==> src/rtl/block_data_memory.sv <==
// -----------------------------------------------------------------------------
// block_data_memory
//
// Main-memory responder behind the data cache. Holds 64 blocks of 4 bytes
// (256 x 8-bit) and serves one 32-bit block read or write per request, holding
// the requester off with BUSYWAIT for a fixed LATENCY posedges.
//
// Parameters
//   LATENCY    posedges from request acceptance to access completion (2..15)
//
// Ports
//   CLK        in   1   system clock, all state changes on posedge
//   RESET      in   1   synchronous active-high reset; clears memory and READDATA
//   READ       in   1   block read request, held until BUSYWAIT is seen low
//   WRITE      in   1   block write request, same hold rule as READ
//   ADDRESS    in   6   block address (byte address bits [7:2])
//   WRITEDATA  in  32   block to write, byte 0 in [7:0] .. byte 3 in [31:24]
//   READDATA   out 32   last block read, same byte order as WRITEDATA
//   BUSYWAIT   out  1   high while a request is pending or in progress
// -----------------------------------------------------------------------------
module block_data_memory #(
  parameter int unsigned LATENCY = 5
) (
  input  logic        CLK,
  input  logic        RESET,
  input  logic        READ,
  input  logic        WRITE,
  input  logic [5:0]  ADDRESS,
  input  logic [31:0] WRITEDATA,
  output logic [31:0] READDATA,
  output logic        BUSYWAIT
);

  typedef enum logic [1:0] {
    IDLE,
    BUSY,
    DONE
  } state_e;

  // Counter value seen on the completing posedge (E0 + LATENCY).
  localparam logic [3:0] LAST_CNT = 4'(LATENCY - 1);

  state_e      state_q, state_d;
  logic [3:0]  cnt_q, cnt_d;
  logic        op_wr_q, op_wr_d;
  logic [5:0]  addr_q, addr_d;
  logic [31:0] wdata_q, wdata_d;
  logic [31:0] rdata_q, rdata_d;
  logic        mem_we;
  logic [31:0] rd_block;

  logic [7:0]  mem_q [256];

  // Gather the four bytes of the latched block; byte 4A+k lands on [8k+7:8k].
  always_comb begin
    rd_block = '0;
    for (int k = 0; k < 4; k++) begin
      rd_block[8*k +: 8] = mem_q[{addr_q, 2'(k)}];
    end
  end

  // NOTE: every variable gets a default before the case so no path leaves one
  // unassigned, which would otherwise infer a latch.
  always_comb begin
    state_d = state_q;
    cnt_d   = cnt_q;
    op_wr_d = op_wr_q;
    addr_d  = addr_q;
    wdata_d = wdata_q;
    rdata_d = rdata_q;
    mem_we  = 1'b0;

    unique case (state_q)
      IDLE: begin
        if (READ || WRITE) begin
          state_d = BUSY;
          cnt_d   = '0;
          // READ and WRITE together resolve to a write.
          op_wr_d = WRITE;
          addr_d  = ADDRESS;
          wdata_d = WRITEDATA;
        end
      end
      BUSY: begin
        cnt_d = cnt_q + 4'd1;
        if (cnt_q == LAST_CNT) begin
          state_d = DONE;
          if (op_wr_q) begin
            mem_we = 1'b1;
          end else begin
            rdata_d = rd_block;
          end
        end
      end
      // One dead cycle while the requester drops READ/WRITE.
      DONE:    state_d = IDLE;
      default: state_d = IDLE;
    endcase
  end

  // NOTE: sequential state uses non-blocking assignments so every register
  // samples the pre-edge values regardless of statement order.
  always_ff @(posedge CLK) begin
    if (RESET) begin
      state_q <= IDLE;
      cnt_q   <= '0;
      op_wr_q <= 1'b0;
      addr_q  <= '0;
      wdata_q <= '0;
      rdata_q <= '0;
    end else begin
      state_q <= state_d;
      cnt_q   <= cnt_d;
      op_wr_q <= op_wr_d;
      addr_q  <= addr_d;
      wdata_q <= wdata_d;
      rdata_q <= rdata_d;
    end
  end

  // NOTE: the storage array is cleared on reset because reset must leave the
  // memory all zero; this forces flop-based storage rather than a RAM macro.
  // Reset also takes priority over a completing write, so an aborted write
  // never reaches the array.
  always_ff @(posedge CLK) begin
    if (RESET) begin
      for (int i = 0; i < 256; i++) begin
        mem_q[i] <= 8'h00;
      end
    end else if (mem_we) begin
      for (int k = 0; k < 4; k++) begin
        mem_q[{addr_q, 2'(k)}] <= wdata_q[8*k +: 8];
      end
    end
  end

  assign READDATA = rdata_q;
  // Combinational so it rises in the same cycle a request appears.
  assign BUSYWAIT = ((state_q == IDLE) && (READ || WRITE)) || (state_q == BUSY);

endmodule

==> config.mk <==
export PLATFORM = sky130hd
export DESIGN_NAME = block_data_memory
export DESIGN_NICKNAME = d
export VERILOG_FILES = /design/src/rtl/block_data_memory.sv
export SDC_FILE = /design/constraint.sdc
export NUM_CORES = 2
export LEC_CHECK = 0
export ABC_AREA = 1
export ABC_CLOCK_PERIOD_IN_PS = 2900
export BUFFER_PORTS_ARGS = -buffer_cell sky130_fd_sc_hd__buf_4
export CELL_PAD_IN_SITES_DETAIL_PLACEMENT = 2
export CELL_PAD_IN_SITES_GLOBAL_PLACEMENT = 2
export CORE_MARGIN = 3
export CORE_UTILIZATION = 35
export CTS_BUF_LIST = sky130_fd_sc_hd__clkbuf_16
export DETAILED_ROUTE_END_ITERATION = 10
export MAX_ROUTING_LAYER = met4
export PLACE_DENSITY = 0.7
export SETUP_SLACK_MARGIN = 0.15
export SLEW_MARGIN = 20
export SYNTH_ARGS = -nofsm -noshare
export SYNTH_HDL_FRONTEND = slang
export SYNTH_SLANG_ARGS = --single-unit
==> constraint.sdc <==
create_clock -name CLK -period 2.9 [get_ports CLK]
set_input_delay 0.58 -clock CLK [delete_from_list [all_inputs] [get_ports CLK]]
set_output_delay 0.58 -clock CLK [all_outputs]
set_load 0.03 [all_outputs]
==> impl_metrics.env <==
export IMPL_max_stage_delay_ns=0.51
export IMPL_cts_tree="built"
export IMPL_ir_drop_mv=0.4408
export IMPL_row_count=194
export IMPL_via_count=80794
export IMPL_fmax_mhz=366.5
export IMPL_drc=0
export IMPL_die_h_um=537.7
export IMPL_p_leak_nw=49.77
export IMPL_grtUsageMet3_pct=2.802
export IMPL_grt_met2_usage_pct=49.52
export IMPL_grt_max_degree=127
export IMPL_ys_ff_latch=2125
export IMPL_cp_end_kind="register"
export IMPL_fin_ws_ns=0.1713
export IMPL_period_minus_slack_ns=2.729
export IMPL_cts_htree_levels=5
export IMPL_hpwl_um=266400
export IMPL_io_buffer_count=74
export IMPL_gr_total_overflow=0
export IMPL_coreArea_mm2=0.2804
export IMPL_postSynthCellCount=11304
export IMPL_wl_per_cell_um=28.04
export IMPL_first_global_vias=86599
export IMPL_grt_usage_pct=29.71
export IMPL_die_area_mm2=0.2891
export IMPL_cts_buffers=263
export IMPL_cpMostUsedCell="nand2_1"
export IMPL_worst_ep_arrival_time_ns=3.50
export IMPL_critical_path_max_fanout=12
export IMPL_final_cell_mix="5715 x nand2_1, 2173 x nor2_1, 2048 x edfxtp_1, 362 x buf_4, 287 x clkbuf_16"
export IMPL_root_buffer="clkbuf_16"
export IMPL_drive_gt1_share_pct=9.743
export IMPL_ant_nets=0
export IMPL_grt_first_pass_wirelength_um=609400
export IMPL_place_ws_ns=-0.3548
export IMPL_synth_adder_area_share_pct=0.02529
export IMPL_clk_latency_ns=0.89
export IMPL_synth_top_family_by_area="simple AND/OR/NAND/NOR gates"
export IMPL_place_area_mm2=0.1064
export IMPL_path_cells="buf_4, inv_8, buf_4, buf_4, nand2_1, nand2_1, nand2_1, nand2_1, nand2_1, nand2_1, nand2_1, nand2_1, nor2_2, nand3_1, nand2_1, inv_1"
export IMPL_grtUsageMet1_pct=37.79
export IMPL_layout_commonest_cell="nand2_1"
export IMPL_maxCapViolCount=0
export IMPL_cts_buffer_depth=4
export IMPL_fin_nets=11371
export IMPL_power_density_mw_per_mm2=666.7
export IMPL_async_flop_share_pct=0
export IMPL_synth_edf_count=2048
export IMPL_max_slew_worst_pin_slew_ns=1.098
export IMPL_area_growth_pct=16.81
export IMPL_ios=75
export IMPL_crit_path_start_kind="register"
export IMPL_ys_seq_area_share_pct=63.71
export IMPL_slew_headroom_pct=26.78
export IMPL_finClkSkew_ns=0.04894
export IMPL_drtPass1Iterations=5
export IMPL_muxShareOfSynthArea_pct=0
export IMPL_clock_sinks=2125
export IMPL_grt_busiest_layer="met2"
export IMPL_routabilityCongestion=0.8648
export IMPL_rsz0062_at_grt="yes"
export IMPL_synth_xor_area_share_pct=0.008852
export IMPL_crit_family="simple AND/OR/NAND/NOR gates"
export IMPL_hold_ws_ns=0.07040
export IMPL_yosysWarnings=0
export IMPL_synth_ff_type="edfxtp_1"
export IMPL_die_w_um=537.7
export IMPL_vias_per_cell=5.296
export IMPL_cpMaxStageDelayCell="nor2_2"
export IMPL_synth_area_mm2=0.09894
export IMPL_nFillCells=30468
export IMPL_antenna_found_initial=16
export IMPL_ys_types=31
export IMPL_setup_viol_count_final=0
export IMPL_finalCritPeriodShare_pct=94.09
export IMPL_initial_utilization_pct=35.29
export IMPL_drt_wl_total_um=427800
export IMPL_syn_avg_cell_area_um2=8.753
export IMPL_fin_total_pwr_mw=77.06
export IMPL_hold_class="input pin to register"
export IMPL_setup_tns_final_ns=0
export IMPL_maxSlewViolCount=0
export IMPL_outcome="finished, final reports clean"
export IMPL_synth_compound_area_share_pct=0.6032
export IMPL_critPathRequiredTime_ns=3.67
export IMPL_postSynthNetCount=11348
export IMPL_cp_num_buf_inv=5
export IMPL_yosys_area_share_simple_pct=30.84
export IMPL_setup_worst_path_class="register to register"
export IMPL_drtIter0Drc=7043
export IMPL_final_area_mm2=0.1156
export IMPL_hold_viol=0
export IMPL_path_clk_slew_ns=0.06
flip-flops by register name, summed over array words and instances (netlist names):
| signal | flops |
|---|---|
| mem_q | 2048 |
| cnt_q | 4 |
| op_wr_q | 1 |
| addr_q | 6 |
| READDATA | 32 |
| wdata_q | 32 |
| state_q | 2 |
worst register-to-register path: cells and delay by family (launching register included):
kind          cells  cell delay [ns]
buf+inv           5             0.78
simple gates     11             1.36
flops             1             0.47
metal layers:
| layer | vias to the layer above | wire (um) |
|---|---|---|
| li1 | 35620 | - |
| met1 | 42449 | 181100 |
| met2 | 2121 | 209400 |
| met3 | 604 | 20550 |
| met4 | 0 | 16840 |
| met5 | - | 0 |
where the power goes:
| group | total, mW | internal, mW | switching (mW) |
|---|---|---|---|
| clock network | 31.3 | 17.8 | 13.5 |
| registers | 34.9 | 34.6 | 0.373 |
| logic | 10.9 | 2.61 | 8.25 |
cell type report:
| cell class | count | area, um2 | area share (%) |
|---|---|---|---|
| Timing Repair inverter | 1 | 11.26 | 0.009744 |
| Clock inverter | 189 | 1042 | 0.9018 |
| Antenna cell | 5 | 12.51 | 0.01083 |
| Tap cell | 3724 | 4659 | 4.032 |
| Clock buffer | 275 | 6882 | 5.954 |
| Sequential cell | 2125 | 63050 | 54.56 |
| Multi-Input combinational cell | 8191 | 31540 | 27.29 |
| Timing Repair Buffer | 629 | 7795 | 6.745 |
| Inverter | 116 | 579.3 | 0.5013 |
per-stage QoR:
step	instances	utilization, %
global route	15253	41.22
finish	15255	41.22
detailed placement	14727	37.95
CTS	15225	40.94
floorplan	11304	-
global placement	14727	37.95
cell usage after synthesis, types with 2 or more instances:
master	number	area (um2)
buf_1	28	105.1
o211ai_1	6	45.04
o21ai_0	56	280.3
edfxtp_1	2048	61500
dlygate4sd3_1	18	180.2
inv_2	4	15.01
clkbuf_1	716	2688
dfxtp_1	77	1541
inv_1	111	416.7
nor3_4	6	97.59
ha_1	2	25.02
nor2_1	2194	8235
nand3_1	51	255.2
nor4_4	2	42.54
or2_2	4	25.02
buf_2	3	15.01
clkbuf_8	53	729.5
buf_6	52	585.6
nor3_1	10	50.05
a21oi_1	51	255.2
nand2_1	5802	21780
what timing repair did:
action / 4_1_cts / 5_1_grt
hold buffers: 31 / 0
gates resized for setup: 19 / 101
gates cloned: 3 / 13
buffers inserted: 0 / 12
endpoints found under the setup margin: 906 / 959
pin swaps: 0 / 1
hold endpoints to repair: 31 / 0
kinds of logic (layout without fill, tap and decap cells):
family,after synthesis,count (layout)
other cells,0,5
fa+ha+maj,2,2
flops,2125,2125
compound gates,115,115
buf+inv,988,1210
xor+xnor,1,1
simple gates,8073,8073
final timing paths:
path,cells past startpoint,endpoint,start,slack [ns]
max,16,READDATA[12]$_SDFFE_PP0P_,addr_q[0]$_SDFFE_PP0P_,0.17
max reg2reg,16,READDATA[12]$_SDFFE_PP0P_,addr_q[0]$_SDFFE_PP0P_,0.17
min reg2reg,2,op_wr_q$_SDFFE_PP0P_,op_wr_q$_SDFFE_PP0P_,0.51
min,3,wdata_q[16]$_SDFFE_PP0P_,WRITEDATA[16],0.07
Power figures use the tool's default switching activity.
